[src/rtl/prog_counter_pkg.sv]
// Shared types and constants for the multi-mode programmable counter.
package prog_counter_pkg;

  typedef enum logic [1:0] {
    MODE_WRAP    = 2'd0,
    MODE_SAT     = 2'd1,
    MODE_ONESHOT = 2'd2,
    MODE_RSVD    = 2'd3
  } mode_t;

  localparam int WIDTH_MIN = 2;
  localparam int WIDTH_MAX = 32;

endpackage

[src/rtl/prog_counter_next.sv]
// Next-state arithmetic: candidate count, overflow detection and terminal-count flag.
module prog_counter_next
  import prog_counter_pkg::*;
#(
  parameter int WIDTH  = 8,
  parameter int STEP_W = 4
) (
  input  logic [WIDTH-1:0]  count,
  input  logic              dir,
  input  mode_t             mode,
  input  logic [WIDTH-1:0]  limit,
  input  logic [STEP_W-1:0] step,
  output logic [WIDTH-1:0]  count_nxt,
  output logic              ovf,
  output logic              tc_nxt
);

  logic [WIDTH:0] step_x, sum, diff;

  // One extra bit so neither the sum nor the borrow is lost.
  assign step_x = {{(WIDTH+1-STEP_W){1'b0}}, step};
  assign sum    = {1'b0, count} + step_x;
  assign diff   = {1'b0, count} - step_x;

  always_comb begin
    count_nxt = count;
    ovf       = 1'b0;
    tc_nxt    = 1'b0;
    if (step != '0) begin
      ovf = dir ? (sum > {1'b0, limit}) : (step_x > {1'b0, count});
      if (!ovf) begin
        count_nxt = dir ? sum[WIDTH-1:0] : diff[WIDTH-1:0];
      end else begin
        case (mode)
          MODE_SAT, MODE_ONESHOT: begin
            // Pinned at the bound already: no fresh terminal-count event.
            count_nxt = dir ? limit : '0;
            tc_nxt    = (count != count_nxt);
          end
          default: begin
            count_nxt = dir ? '0 : limit;
            tc_nxt    = 1'b1;
          end
        endcase
      end
    end
  end

endmodule

[src/rtl/prog_counter_mm.sv]
// Multi-mode programmable counter: registers, control priority and sticky done flag.
module prog_counter_mm
  import prog_counter_pkg::*;
#(
  parameter int WIDTH  = 8,
  parameter int STEP_W = 4
) (
  input  logic              clk,
  input  logic              rst,
  input  logic              en,
  input  logic              load,
  input  logic [WIDTH-1:0]  load_val,
  input  logic              dir,
  input  logic [1:0]        mode,
  input  logic [WIDTH-1:0]  limit,
  input  logic [STEP_W-1:0] step,
  input  logic              clr_done,
  output logic [WIDTH-1:0]  count,
  output logic              tc,
  output logic              done
);

  mode_t           mode_e;
  logic [WIDTH-1:0] count_nxt;
  logic             ovf, tc_nxt, run;

  assign mode_e = mode_t'(mode);
  assign run    = en && !((mode_e == MODE_ONESHOT) && done);

  prog_counter_next #(.WIDTH(WIDTH), .STEP_W(STEP_W)) u_next (
    .count     (count),
    .dir       (dir),
    .mode      (mode_e),
    .limit     (limit),
    .step      (step),
    .count_nxt (count_nxt),
    .ovf       (ovf),
    .tc_nxt    (tc_nxt)
  );

  always_ff @(posedge clk) begin
    if (rst) begin
      count <= '0;
      tc    <= 1'b0;
      done  <= 1'b0;
    end else if (load) begin
      count <= (load_val > limit) ? limit : load_val;
      tc    <= 1'b0;
      done  <= 1'b0;
    end else begin
      tc <= 1'b0;
      if (run) begin
        count <= count_nxt;
        tc    <= tc_nxt;
      end
      // Setting done wins over a coincident clear.
      if (run && ovf && (mode_e == MODE_ONESHOT)) done <= 1'b1;
      else if (clr_done)                          done <= 1'b0;
    end
  end

endmodule

[config.mk]
export PLATFORM = sky130hd
export DESIGN_NAME = prog_counter_mm
export DESIGN_NICKNAME = d
export VERILOG_FILES = /design/src/rtl/prog_counter_pkg.sv /design/src/rtl/prog_counter_next.sv /design/src/rtl/prog_counter_mm.sv
export SDC_FILE = /design/constraint.sdc
export NUM_CORES = 1
export LEC_CHECK = 0
export CORE_ASPECT_RATIO = 1.5
export CORE_MARGIN = 4
export CORE_UTILIZATION = 40
export CTS_BUF_LIST = sky130_fd_sc_hd__clkbuf_8
export DETAILED_ROUTE_END_ITERATION = 8
export PLACE_DENSITY = 0.65
export SETUP_SLACK_MARGIN = 0.2
export SYNTH_ARGS = -nofsm -noshare
export SYNTH_HDL_FRONTEND = slang
export SYNTH_HIERARCHICAL = 1
export SYNTH_SLANG_ARGS = --single-unit
[constraint.sdc]
create_clock -name clk -period 5.1 [get_ports clk]
set_input_delay 1.275 -clock clk [delete_from_list [all_inputs] [get_ports clk]]
set_output_delay 1.275 -clock clk [all_outputs]
set_load 0.05 [all_outputs]
==> results.md <==
- Run status: finished, final reports clean
- Clock-pin slew on the worst setup and hold paths: 0.05 ns
- Starting density of the core: 0.414
- Synth Register Bits: 10
- Synth cell types: 60
- Dpl ws: 0.0927 ns
- Final number of setup-violating endpoints: 0
- Mapped cell area: 1760 um^2
- Critical Path Sink: count[6]$_SDFFE_PP0P_
- I/O pin cnt: 38
- CTS Sinks: 10
- # hold bufs at CTS: 0
- Std-Cell Rows: 29
- Post-layout util: 0.534
- Gate power share: 0.624
- Number of synthesized flops with an enable pin: 0
- Synth top cells by count: 24 x ha_1, 24 x inv_1, 17 x nand2_1
- Hold crit path type: reg -> reg
- Syn Area/Cell: 7.98 um^2
- P per Cell Area: 223 nW/um^2
- Nature of the critical path endpoint: flip-flop
- DP Area: 2160 um^2
- Post-DP HPWL: 4.21 mm
- Clock Latency Late Sink: 0.23 ns
- Fin Setup TNS: 0 ns
- Critical Path RT: 5.21 ns
- H-tree levels: 1
- CTS buffer count: 3
- Worst Setup Path Type: in -> reg
- Layout Nets: 311
- Die area: 5540 um^2
- Cts repair resizes: 0
- DRC violations left: 0
- WL/cell: 17.4 um
- Worst R2R Setup Slack: 1.46 ns
- Sw frac: 0.432
- IO Port Bufs: 37
- Largest net degree at the start of global routing: 22
- Crit path max fanout: 8
- Global Route Usage Sum: 0.187
- Post-synth top area cell: ha_1
- Max Cap Viol: 0
- Die H: 89.2 um
- Post-Synthesis Cells: 220
- Startpoint types: input pin
- CP max-delay cell: clkdlybuf4s50_1
- Actual slew at the worst max-slew pin: 0.739 ns
- Area delta synth->final: 29.0%
- FF-to-FF Start: count[1]$_SDFFE_PP0P_
- Flop pwr share: 0.213
- Post-CTS Setup Bufs: 0
- Worst vdd ir: 156 uV
- Top cell type's share of synthesized area: 0.171
- Switching Power: 218 uW
- Initial antenna violation count: 0
- P_int: 287 uW
- Post-route cell area: 2270 um^2
- Post-synthesis sequential area ratio: 0.114
- Primary FF master, synth: dfxtp_1
- 1st-pass router iterations: 4
- Root Buffer: clkbuf_8
- Ant diodes: 0
- Cell depth of the worst setup path: 16
- Final hold violation count: 0
- Async SR Flop Fraction: 0
- Worst R2R Path Depth: 16
- Crit path from: step[0]
- Yosys warns: 6
- DR vias: 1885
- Total grt overflow: 0
- Clock network power share: 0.163
- Post-DRT Antenna Nets: 0
- Worst Setup Slack, final: 0.417 ns
- First-pass GRT wire length: 8.51 mm
- Critical path data arrival time: 4.79 ns
- Number of vias per cell: 6.26
- Die width: 62.1 um
- Share of layout cells above drive strength 1: 0.106
- CP top delay family: compound AO/OA/AOI/OAI gates
- Clock buffer depth: 2
- Final period util: 0.918
- Initial DRC count: 66
- Gpl congestion: 0.891
- Fin Clk Skew: 0.00388 ns
- Worst path cell trace: clkdlybuf4s50_1 -> ha_1 -> fa_2 -> nand2b_4 -> a2bb2oi_4 -> and3_1 -> xor2_1 -> ha_1 -> a211oi_2 -> nand2_1 -> a311oi_2 -> o31ai_2 -> and3_1 -> a221o_1 -> o21ai_0 -> a31oi_1
- Area contributors post-synth: ha_1 17%, dfxtp_1 11%, inv_1 5.1%
- Unrepaired setup endpoints after global routing: false
- Slew Limit Fails: 0
- CTS tree: built
- Slew headroom: 0.506
- Worst R2R End: count[6]$_SDFFE_PP0P_
- Minimum clock period after layout: 4.68 ns
- Post-Synthesis Net Count: 274
- Leakage: 0.000977 uW
- Highest Clock Rate: 214 MHz
- Slowest Stage Delay on Critical Path: 0.46 ns
- DRT Wirelength: 5.23 mm
- WP buf/inv: 1
- Core Footprint: 4250 um^2
- Vias in the first global route: 1915
-- placed cells by master (no fill, tap or decap), types with 4 or more instances in the layout --
master           netlist  final
o22ai_1                9      9
xnor2_1                7      7
a211oi_1              10      9
a22o_1                 4      4
o21ai_0                7      7
buf_4                  1      6
nand2_1               17     17
nor2_1                 8      8
a221o_1                8      8
a21oi_1                6      6
nor3_1                 6      6
dfxtp_1               10     10
ha_1                  24     23
inv_1                 24     24
clkdlybuf4s50_1        0     35
a21boi_1               7      7
-- worst reg2reg max path, stage by stage (launching register included) --
cell	delay, ns
dfxtp_1	0.57
ha_1	0.33
nor2b_2	0.13
nor2_1	0.05
o31ai_1	0.21
buf_4	0.18
and4_1	0.21
xnor2_1	0.07
ha_1	0.22
a211oi_2	0.20
nand2_1	0.09
a311oi_2	0.26
o31ai_2	0.12
and3_1	0.26
a221o_1	0.39
o21ai_0	0.17
a31oi_1	0.05
-- how the worst min path moves through the flow --
stage | start | endpoint | slack (ns) | cells after the start
2_1_floorplan | count[5]$_SDFFE_PP0P_ | count[5]$_SDFFE_PP0P_ | 0.81 | 2
3_3_place_gp | done$_SDFFE_PP0P_ | done$_SDFFE_PP0P_ | 0.58 | 2
3_5_place_dp | done$_SDFFE_PP0P_ | done$_SDFFE_PP0P_ | 0.60 | 2
4_1_cts | done$_SDFFE_PP0P_ | done$_SDFFE_PP0P_ | 0.61 | 2
5_1_grt | done$_SDFFE_PP0P_ | done$_SDFFE_PP0P_ | 0.64 | 2
6_report | done$_SDFFE_PP0P_ | done$_SDFFE_PP0P_ | 0.61 | 2
-- registers in the layout, summed over array words and instances (netlist names) --
register / count
count: 8
done: 1
tc: 1
-- stage by stage --
step | power [uW] | hold slack, ns | cells
after CTS | 488 | 0.608 | 301
final | 505 | 0.607 | 301
after global routing | 543 | 0.642 | 301
after floorplan | 317 | 0.806 | 220
after detailed placement | 403 | 0.600 | 298
after global placement | 406 | 0.578 | 298
-- area by class of cell --
cell class / count / area [um^2]
fillers: 395 / 1980
repair buffers: 43 / 420
inverters: 24 / 90.1
multi-input cells: 175 / 1460
well taps: 46 / 57.6
flip-flops and latches: 10 / 200
clock buffers: 3 / 41.3
-- logic make-up after synthesis --
| group | synth area share |
|---|---|
| and+or+nand+nor | 0.193 |
| AOI/OAI and AO/OA | 0.346 |
| DFF | 0.114 |
| adders and majority gates | 0.194 |
| buffers and inverters | 0.0912 |
| muxes | 0.0121 |
| xor gates and xnor gates | 0.0499 |
-- layer usage --
| metal | share of wire | vias to the layer above | global-route usage |
|---|---|---|---|
| met4 | 0.031 | 0 | 0.0947 |
| met1 | 0.40 | 898 | 0.194 |
| li1 | - | 916 | - |
| met5 | 0 | - | 0 |
| met3 | 0.034 | 12 | 0.0113 |
| met2 | 0.54 | 59 | 0.374 |
-- power groups by stage --
| stage | Clock (uW) | Sequential (uW) | Combinational (uW) |
|---|---|---|---|
| 2_1_floorplan | 0 | 124 | 193 |
| 3_3_place_gp | 0 | 108 | 297 |
| 3_5_place_dp | 0 | 108 | 296 |
| 4_1_cts | 83.6 | 106 | 298 |
| 5_1_grt | 89.7 | 109 | 344 |
| 6_report | 82.4 | 107 | 315 |
(Power assumes the default switching activity.)
